File: config.mk
export PLATFORM = sky130hd
export DESIGN_NAME = karatsuba32_seq_flat
export DESIGN_NICKNAME = d
export VERILOG_FILES = /design/src/rtl/karatsuba_pkg.sv /design/src/rtl/karatsuba32_seq_if.sv /design/src/rtl/karatsuba_combine.sv /design/src/rtl/karatsuba32_seq.sv /design/src/flat_wrapper.sv
export SDC_FILE = /design/constraint.sdc
export NUM_CORES = 1
export LEC_CHECK = 0
export CORE_ASPECT_RATIO = 1.1
export CORE_MARGIN = 5
export CORE_UTILIZATION = 65
export CTS_BUF_LIST = sky130_fd_sc_hd__clkbuf_4
export DETAILED_ROUTE_END_ITERATION = 16
export PLACE_DENSITY_LB_ADDON = 0.08
export SLEW_MARGIN = 10
export SYNTH_ARGS = -nofsm -noshare
export SYNTH_HDL_FRONTEND = slang
export SYNTH_HIERARCHICAL = 1
export SYNTH_SLANG_ARGS = --single-unit
File: constraint.sdc
create_clock -name clk -period 16.5 [get_ports clk]
set_input_delay 1.65 -clock clk [delete_from_list [all_inputs] [get_ports clk]]
set_output_delay 1.65 -clock clk [all_outputs]
set_load 0.005 [all_outputs]
File: src/rtl/karatsuba_pkg.sv
// Shared types, widths and phase encoding for the Karatsuba 32x32 sequencer.
package karatsuba_pkg;

  localparam int HALF_W = 16;
  localparam int FULL_W = 32;
  localparam int PROD_W = 64;

  localparam logic [1:0] PH_LO  = 2'd0;
  localparam logic [1:0] PH_HI  = 2'd1;
  localparam logic [1:0] PH_MID = 2'd2;

  typedef enum logic [2:0] {
    IDLE,
    REQ,
    REL,
    COMB,
    DONE
  } kseq_state_t;

  // Returns {m_a, m_b} for a given phase.
  function automatic logic [FULL_W-1:0] phase_operands(
    input logic [1:0]        ph,
    input logic [FULL_W-1:0] a,
    input logic [FULL_W-1:0] b,
    input logic [HALF_W-1:0] sa_lo,
    input logic [HALF_W-1:0] sb_lo
  );
    case (ph)
      PH_HI:   return {a[FULL_W-1:HALF_W], b[FULL_W-1:HALF_W]};
      PH_MID:  return {sa_lo, sb_lo};
      default: return {a[HALF_W-1:0], b[HALF_W-1:0]};
    endcase
  endfunction

endpackage

File: src/rtl/karatsuba32_seq_if.sv
// Requester-side and mult16-side level-held start/done handshakes.
interface karatsuba32_seq_if;
  import karatsuba_pkg::*;

  logic                start;
  logic [FULL_W-1:0]   A;
  logic [FULL_W-1:0]   B;
  logic                done;
  logic [PROD_W-1:0]   P;

  modport master (output start, A, B, input done, P);
  modport slave  (input start, A, B, output done, P);
endinterface

interface mult16_if;
  import karatsuba_pkg::*;

  logic                m_start;
  logic [HALF_W-1:0]   m_a;
  logic [HALF_W-1:0]   m_b;
  logic                m_done;
  logic [FULL_W-1:0]   m_p;

  modport master (output m_start, m_a, m_b, input m_done, m_p);
  modport slave  (input m_start, m_a, m_b, output m_done, m_p);
endinterface

File: src/rtl/karatsuba_combine.sv
// Combines the three 16x16 partial products into the 64-bit Karatsuba result.
module karatsuba_combine
  import karatsuba_pkg::*;
(
  input  logic [FULL_W-1:0] z0_i,
  input  logic [FULL_W-1:0] z2_i,
  input  logic [FULL_W-1:0] pm_i,
  input  logic [HALF_W:0]   sa_i,
  input  logic [HALF_W:0]   sb_i,
  output logic [PROD_W-1:0] p_o
);

  logic [33:0] z1;
  logic [33:0] mid;

  always_comb begin
    // Restore the 17x17 middle product from the 16x16 product of the sum low halves.
    z1 = {2'b00, pm_i};
    if (sa_i[HALF_W]) z1 = z1 + {2'b00, sb_i[HALF_W-1:0], 16'h0000};
    if (sb_i[HALF_W]) z1 = z1 + {2'b00, sa_i[HALF_W-1:0], 16'h0000};
    if (sa_i[HALF_W] & sb_i[HALF_W]) z1 = z1 + 34'h1_0000_0000;

    mid = z1 - {2'b00, z2_i} - {2'b00, z0_i};

    // Summing modulo 2^64 equals truncating the exact 66-bit sum.
    p_o = {z2_i, 32'h0000_0000} + {14'h0000, mid, 16'h0000} + {32'h0000_0000, z0_i};
  end

endmodule

File: src/rtl/karatsuba32_seq.sv
// 32x32 -> 64 unsigned multiplier issuing three 16x16 products to an external mult16.
module karatsuba32_seq
  import karatsuba_pkg::*;
(
  input  logic              clk,
  input  logic              rst,
  karatsuba32_seq_if.slave  host,
  mult16_if.master          mul
);

  kseq_state_t         state_q, state_d;
  logic [1:0]          phase_q, phase_d;
  logic [FULL_W-1:0]   a_q, a_d, b_q, b_d;
  logic [HALF_W:0]     sa_q, sa_d, sb_q, sb_d;
  logic [HALF_W:0]     sa_in, sb_in;
  logic [FULL_W-1:0]   z0_q, z0_d, z2_q, z2_d, pm_q, pm_d;
  logic [PROD_W-1:0]   p_q, p_d, comb_p;
  logic                done_q, done_d;
  logic                m_start_q, m_start_d;
  logic [HALF_W-1:0]   m_a_q, m_a_d, m_b_q, m_b_d;

  assign sa_in = {1'b0, host.A[HALF_W-1:0]} + {1'b0, host.A[FULL_W-1:HALF_W]};
  assign sb_in = {1'b0, host.B[HALF_W-1:0]} + {1'b0, host.B[FULL_W-1:HALF_W]};

  karatsuba_combine u_combine (
    .z0_i (z0_q),
    .z2_i (z2_q),
    .pm_i (pm_q),
    .sa_i (sa_q),
    .sb_i (sb_q),
    .p_o  (comb_p)
  );

  // NOTE: every *_d defaults to its *_q first so no path through the case infers a latch.
  always_comb begin
    state_d   = state_q;
    phase_d   = phase_q;
    a_d       = a_q;
    b_d       = b_q;
    sa_d      = sa_q;
    sb_d      = sb_q;
    z0_d      = z0_q;
    z2_d      = z2_q;
    pm_d      = pm_q;
    p_d       = p_q;
    done_d    = done_q;
    m_start_d = m_start_q;
    m_a_d     = m_a_q;
    m_b_d     = m_b_q;

    case (state_q)
      IDLE: begin
        if (host.start) begin
          a_d              = host.A;
          b_d              = host.B;
          sa_d             = sa_in;
          sb_d             = sb_in;
          phase_d          = PH_LO;
          m_start_d        = 1'b1;
          {m_a_d, m_b_d}   = phase_operands(PH_LO, host.A, host.B,
                                            sa_in[HALF_W-1:0], sb_in[HALF_W-1:0]);
          state_d          = REQ;
        end
      end
      REQ: begin
        if (mul.m_done) begin
          case (phase_q)
            PH_LO:   z0_d = mul.m_p;
            PH_HI:   z2_d = mul.m_p;
            default: pm_d = mul.m_p;
          endcase
          m_start_d = 1'b0;
          state_d   = REL;
        end
      end
      REL: begin
        // Waiting for m_done low keeps m_start from rising into a stale done.
        if (!mul.m_done) begin
          if (phase_q != PH_MID) begin
            phase_d        = phase_q + 2'd1;
            m_start_d      = 1'b1;
            {m_a_d, m_b_d} = phase_operands(phase_q + 2'd1, a_q, b_q,
                                            sa_q[HALF_W-1:0], sb_q[HALF_W-1:0]);
            state_d        = REQ;
          end else begin
            state_d = COMB;
          end
        end
      end
      COMB: begin
        p_d     = comb_p;
        done_d  = 1'b1;
        state_d = DONE;
      end
      DONE: begin
        if (!host.start) begin
          done_d  = 1'b0;
          state_d = IDLE;
        end
      end
      default: state_d = IDLE;
    endcase
  end

  // NOTE: sequential state uses non-blocking assignments only; all registers reset together.
  always_ff @(posedge clk or posedge rst) begin
    if (rst) begin
      state_q   <= IDLE;
      phase_q   <= PH_LO;
      a_q       <= '0;
      b_q       <= '0;
      sa_q      <= '0;
      sb_q      <= '0;
      z0_q      <= '0;
      z2_q      <= '0;
      pm_q      <= '0;
      p_q       <= '0;
      done_q    <= 1'b0;
      m_start_q <= 1'b0;
      m_a_q     <= '0;
      m_b_q     <= '0;
    end else begin
      state_q   <= state_d;
      phase_q   <= phase_d;
      a_q       <= a_d;
      b_q       <= b_d;
      sa_q      <= sa_d;
      sb_q      <= sb_d;
      z0_q      <= z0_d;
      z2_q      <= z2_d;
      pm_q      <= pm_d;
      p_q       <= p_d;
      done_q    <= done_d;
      m_start_q <= m_start_d;
      m_a_q     <= m_a_d;
      m_b_q     <= m_b_d;
    end
  end

  assign host.done   = done_q;
  assign host.P      = p_q;
  assign mul.m_start = m_start_q;
  assign mul.m_a     = m_a_q;
  assign mul.m_b     = m_b_q;

endmodule

File: src/flat_wrapper.sv
// flat-port wrapper written by rule: the top's interface ports become plain ports
module karatsuba32_seq_flat import karatsuba_pkg::*;
  (clk, rst, host_start, host_A, host_B, host_done, host_P, mul_m_start, mul_m_a, mul_m_b, mul_m_done, mul_m_p);
  karatsuba32_seq_if host_i ();
  mult16_if mul_i ();
  input  logic clk;
  input  logic rst;
  input wire logic [$bits(host_i.start)-1:0] host_start;
  input wire logic [$bits(host_i.A)-1:0] host_A;
  input wire logic [$bits(host_i.B)-1:0] host_B;
  output wire logic [$bits(host_i.done)-1:0] host_done;
  output wire logic [$bits(host_i.P)-1:0] host_P;
  output wire logic [$bits(mul_i.m_start)-1:0] mul_m_start;
  output wire logic [$bits(mul_i.m_a)-1:0] mul_m_a;
  output wire logic [$bits(mul_i.m_b)-1:0] mul_m_b;
  input wire logic [$bits(mul_i.m_done)-1:0] mul_m_done;
  input wire logic [$bits(mul_i.m_p)-1:0] mul_m_p;
  assign host_i.start = host_start;
  assign host_i.A = host_A;
  assign host_i.B = host_B;
  assign host_done = host_i.done;
  assign host_P = host_i.P;
  assign mul_m_start = mul_i.m_start;
  assign mul_m_a = mul_i.m_a;
  assign mul_m_b = mul_i.m_b;
  assign mul_i.m_done = mul_m_done;
  assign mul_i.m_p = mul_m_p;
  karatsuba32_seq u_core (.clk(clk), .rst(rst), .host(host_i), .mul(mul_i));
endmodule
After elaboration in Yosys (flattened, before gate mapping) --
Index checks and enable logic that the tools add are counted. Widths: inputs -> output; s select.
Cells by class: multiply operators 0, multiplexer cells 29, eq/ne operators 13, reductions and logical operators 14, magnitude comparators 0, shift-type cells 0, bitwise gates (word level) 2, $add $sub $neg 10, div/mod/pow operators 0
Operators by type and width (number):
- $mux 34 | 3
- $mux 16 | 6
- $sub 34x32->34 | 2
- $add 64x32->64 | 1
- $add 64x50->64 | 1
- $pmux 16 s2 | 2
- $pmux 32 s2 | 1
- $add 16x16->17 | 2
- $add 34x32->34 | 1
- $add 34x33->34 const B | 1
- $add 32x32->33 | 1
- $pmux 3 s5 | 1
- $mux 3 | 4
- $ne 2x2->1 const B | 5
- $reduce_and 3->1 | 3
- $mux 2 | 4
- $reduce_and 4->1 | 2
- $eq 3x2->1 const B | 2
- $mux 1 | 5
- $reduce_and 5->1 | 1
- $eq 2x1->1 const B | 2
- $pmux 2 s2 | 1
- $reduce_and 2->1 | 2
- $reduce_bool 2->1 | 2
- other kinds (13) | 13
Storage, ports and cells: memory bits (writable) 0, output and inout bits 98, word-level logic and storage cells 82, latch bits 0, flip-flop bits (word level) 297, input port bits 100, bits in read-only memories 0, memories kept 0

Logic depth before layout (Yosys ltp) --
depth after elaboration 10, gate-level depth with buffers 37, gate-level depth less buffers 37

By module --
The synthesis kept the hierarchy.
Modules (own cells, without submodules):
- karatsuba32_seq | cells an instance 1238, seq. area each 7432.1 um^2, times used 1, area each 13334.0 um^2
- karatsuba_combine | cells an instance 873, seq. area each 0.0 um^2, times used 1, area each 6555.0 um^2

Least setup slack after synthesis --
Ideal clock, no wire load.
path type register to register, from register u_core.pm_q[17], to register u_core.p_q[61], in the netlist u_core/host.P[61], stages on the path, launching flop included 36, arrival time 6859 ps, data required time 16375 ps, path slack 9517 ps, clock period less this slack 6983 ps, path buffers 1, setup time 125 ps, cell sequence dfrtp_1 > ha_1 > a21o_1 > a21oi_1 > o21bai_1 > a21oi_1 > o21ai_0 > a211oi_1 > a21oi_1 > mux2_2 > ha_1 > nand2_1 > a2111oi_0 > nor2_1 > o31a_1 > nor2b_1 > xnor2_1 > mux2_2 > fa_1 > ha_1 > clkbuf_1 > nand3_1 > nor3_1 > a41oi_1 > o311ai_1 > a21oi_1 > xnor2_1 > ha_1 > nand2_1 > or3_1 > o21a_1 > o211ai_1 > a21o_1 > nand4_1 > xnor2_1 > mux2_2
On the way: word-level cells in the longest chain between the ends 10
Ends and longest elaborated chain:
- start: declaration | RTL line karatsuba32_seq.sv:16 | logic [FULL_W-1:0] z0_q, z0_d, z2_q, z2_d, pm_q, pm_d;
- start signal: assignment | RTL line karatsuba32_seq.sv:131 | pm_q <= pm_d;
- $add 32x32->33 | RTL line karatsuba_combine.sv:19 | if (sa_i[HALF_W]) z1 = z1 + {2'b00, sb_i[HALF_W-1:0], 16'h0000};
- $mux 34 * | RTL line karatsuba_combine.sv:19
- $add 34x32->34 | RTL line karatsuba_combine.sv:20 | if (sb_i[HALF_W]) z1 = z1 + {2'b00, sa_i[HALF_W-1:0], 16'h0000};
- $mux 34 * | RTL line karatsuba_combine.sv:20
- $add 34x33->34 | RTL line karatsuba_combine.sv:21 | if (sa_i[HALF_W] & sb_i[HALF_W]) z1 = z1 + 34'h1_0000_0000;
- $mux 34 * | RTL line karatsuba_combine.sv:21
- $sub 34x32->34 * (2 in series) | RTL line karatsuba_combine.sv:23 | mid = z1 - {2'b00, z2_i} - {2'b00, z0_i};
- $add 64x50->64 * | RTL line karatsuba_combine.sv:26 | p_o = {z2_i, 32'h0000_0000} + {14'h0000, mid, 16'h0000} + {32'h0000_0000, z0_i};
- $add 64x32->64 * | RTL line karatsuba_combine.sv:26
- named net u_core.comb_p[61] | RTL line karatsuba32_seq.sv:17 | logic [PROD_W-1:0] p_q, p_d, comb_p;
- end signal: assignment | RTL line karatsuba32_seq.sv:132 | p_q <= p_d;
- end: declaration | RTL line karatsuba32_seq.sv:17
The timed path passes the listed nets; every way through them passes the cells marked *. A chain may end at the register's enable or synchronous reset.

Final worst setup path --
Ends and elaborated chain as after synthesis.

==> results.py <==
metrics = {
    "outcome": {
        "status": "finished, final reports clean",
    },
    "route": {
        "drc_errors": 0,
        "avgViaCountPerCell": 5.94,
        "drt_iter0_drc": 1025,
        "dr_total_vias": 16400,
        "drtAntennaViolNets": 0,
        "routed_wl_microns": 53600,
        "drtPass1Iterations": 7,
        "wl_per_cell_microns": 19.4,
    },
    "global_routing": {
        "grt_pass1_vias": 16900,
        "grt_pass1_wl_microns": 87000,
        "grtUsageMet3": 0.0564,
        "grtUsageMet2": 0.542,
        "grtUsageTotal": 0.313,
        "met1_usage": 0.380,
        "grt_max_degree": 165,
        "grt.busiest_layer": "met2",
        "grt-ovfl-total": 0,
        "antenna_found_initial": 1,
    },
    "synth": {
        "ys_warn_count": 6,
        "synth_seq_area_share": 0.374,
        "netlist_area_sq_um": 19900,
        "yosysTopAreaCellShare": 0.374,
        "syn_area_per_cell_sq_um": 9.42,
        "synth_area_leaders": "dfrtp_1, mux2_2, ha_1, nand2_1, fa_1",
        "netlist-cell-type-count": 89,
        "async_flop_share": 1.00,
        "ys_seq_elements": 297,
        "syn_nets": 2389,
        "syn_inst": 2111,
        "synth_largest_area_cell": "dfrtp_1",
        "synth-main-ff-cell": "dfrtp_1",
        "synth_edf_count": 0,
    },
    "timing": {
        "hold_viol_final": 0,
        "rsz0062_at_grt": "false",
        "max_freq_mhz": 126,
        "min_period_ns": 7.96,
        "fin_setup_tns_ns": 0,
        "finalSetupViolations": 0,
        "timing.hold.ws_ns": 0.475,
        "worstMarginPinSlew_ns": 1.11,
        "fin_skew_ns": 0.0283,
        "fin_crit_sh": 0.483,
        "maxSlewHeadroom": 0.263,
        "slew_viol_final": 0,
    },
    "cells_and_area": {
        "fin_nets": 2577,
        "final_area_sq_um": 23000,
        "syn_to_final_growth_pct": 15.5,
        "drive_gt1_frac": 0.146,
        "fin_cells": 2764,
    },
    "setup_path": {
        "crit_path_frequent_cell": "a21oi_1",
        "end_kind": "register",
        "slowest_stage": "fa_1",
        "crit_type": "register to register",
        "crit_path_start_kind": "register",
        "crit_required_ns": 17.10,
        "arrival_ns": 8.56,
        "max_stage_delay_ns": 0.46,
        "worstPathMaxFanout": 7,
    },
    "cts": {
        "post-cts-setup-buffer-count": 0,
        "clkTransAtPathRegs_ns": 0.07,
        "cts_buffer_depth": 3,
        "clock-sinks": 297,
        "cts_tree": "done",
        "cts_hold_buf": 0,
        "cts_root_buffer": "clkbuf_4",
        "clkLatencyLatePin_ns": 0.72,
        "cts_resized": 0,
        "cts_buffers": 79,
        "cts-htree-levels": 3,
    },
    "die": {
        "coreArea_sq_um": 30300,
        "io_pins": 198,
        "rows": 67,
        "die_y_microns": 193,
        "die-area_sq_um": 34200,
        "die_x_microns": 177,
        "initial_core_util": 0.655,
    },
    "worst_hold_path": {
        "hp-class": "register to register",
    },
    "placement": {
        "dp_cells": 2632,
        "dpl_cell_area_sq_um": 22000,
        "hpwl_microns": 39800,
        "portBuffers": 197,
        "place_congestion": 0.963,
    },
    "job": {
        "maxCapViolations": 0,
    },
}
Yosys cell counts (4+ instances only):
cell / count
nand2_1: 376
dfrtp_1: 297
mux2_2: 180
o21ai_0: 148
ha_1: 141
a21oi_1: 120
inv_1: 110
nor2_1: 85
xnor2_1: 81
nand3_1: 56
a21o_1: 43
xor2_1: 38
fa_1: 37
clkbuf_1: 35
a22oi_1: 32
buf_2: 30
nor3_1: 23
a211oi_1: 18
buf_4: 18
o21a_1: 18
and3_1: 16
nand4_1: 14
o21bai_1: 14
buf_1: 13
nor2b_1: 13
nand2b_1: 12
o211ai_1: 11
a31oi_1: 10
o31ai_1: 9
a21boi_0: 7
o31a_1: 6
o21ai_1: 5
or3_1: 5
a2111o_1: 4
a211oi_2: 4
a31o_2: 4
or2_2: 4
sequential cells by signal, indices dropped and copies added (netlist names):
name,cells
u_core/sa_q,17
u_core/state_q,3
u_core/host.done,1
u_core/z2_q,32
u_core/phase_q,2
u_core/sb_q,17
u_core/mul.m_b,16
u_core/z0_q,32
u_core/mul.m_a,16
u_core/pm_q,32
u_core/mul.m_start,1
u_core/b_q,32
u_core/a_q,32
u_core/host.P,64
metrics by stage:
| step | setup WS (ns) | utilization |
|---|---|---|
| 3_3_place_gp | 8.95 | 0.726 |
| 3_5_place_dp | 8.72 | 0.726 |
| 5_1_grt | 7.99 | 0.757 |
| 2_1_floorplan | 6.65 | - |
| 4_1_cts | 8.67 | 0.757 |
| 6_report | 8.54 | 0.757 |
critical path, delay by kind of cell (launching register included):
family | cells | cell delay, ns
AND/OR/NAND/NOR | 6 | 1.42
multiplexers | 2 | 0.59
XOR/XNOR | 3 | 0.41
adder cells (fa/ha/maj) | 5 | 1.91
flip-flops | 1 | 0.41
AO/OA/AOI/OAI | 18 | 3.09
cell families after synthesis:
family | share of synthesized area
buffers and inverters | 0.0450
muxes | 0.104
adders and majority gates | 0.126
AOI/OAI and AO/OA | 0.160
and+or+nand+nor | 0.139
xor gates and xnor gates | 0.0524
DFF | 0.374
layer usage:
layer  vias to the layer above  share of wire
li1                       7792              -
met1                      7999           0.40
met2                       490           0.51
met3                       137          0.050
met4                         0          0.042
met5                         -              0
final timing paths:
kind / to / slack (ns) / cells after the start / startpoint
worst max-delay path: u_core/host.P[61] / 8.54 / 34 / u_core/pm_q[17]
worst min-delay path: u_core/b_q[23] / 0.48 / 2 / u_core/b_q[23]
worst max register to register: u_core/host.P[61] / 8.54 / 34 / u_core/pm_q[17]
worst min register to register: u_core/b_q[23] / 0.48 / 2 / u_core/b_q[23]
max in group asynchronous: u_core/host.P[3] / 13.46 / 3 / rst
min in group asynchronous: u_core/mul.m_a[11] / 1.51 / 2 / rst
area by class of cell:
class | count | area, sq um
multi-input cells | 1604 | 11600
flip-flops and latches | 297 | 7430
fillers | 2167 | 7370
repair buffers | 205 | 2040
clock buffers | 105 | 788
well taps | 414 | 518
inverters | 112 | 428
clock inverters | 26 | 163
diodes | 1 | 2.50
cell usage in the layout, fill, tap and decap left out, types with 13 or more instances in the layout:
| master | instances |
|---|---|
| a22oi_1 | 32 |
| inv_1 | 109 |
| clkdlybuf4s50_1 | 197 |
| nand2_1 | 372 |
| nor2_1 | 84 |
| fa_1 | 37 |
| mux2_2 | 180 |
| a21oi_1 | 120 |
| nand4_1 | 14 |
| nor3_1 | 22 |
| o21bai_1 | 14 |
| and3_1 | 16 |
| xor2_1 | 38 |
| ha_1 | 141 |
| o21a_1 | 18 |
| dfrtp_1 | 297 |
| a211oi_1 | 18 |
| a21o_1 | 43 |
| nand3_1 | 56 |
| o21ai_0 | 148 |
| nor2b_1 | 13 |
| clkbuf_4 | 105 |
| clkinv_1 | 16 |
| xnor2_1 | 81 |
Power is left out: the tool's default activity adds up to more than one toggle a clock period on the data nets, which glitch-free logic cannot reach.
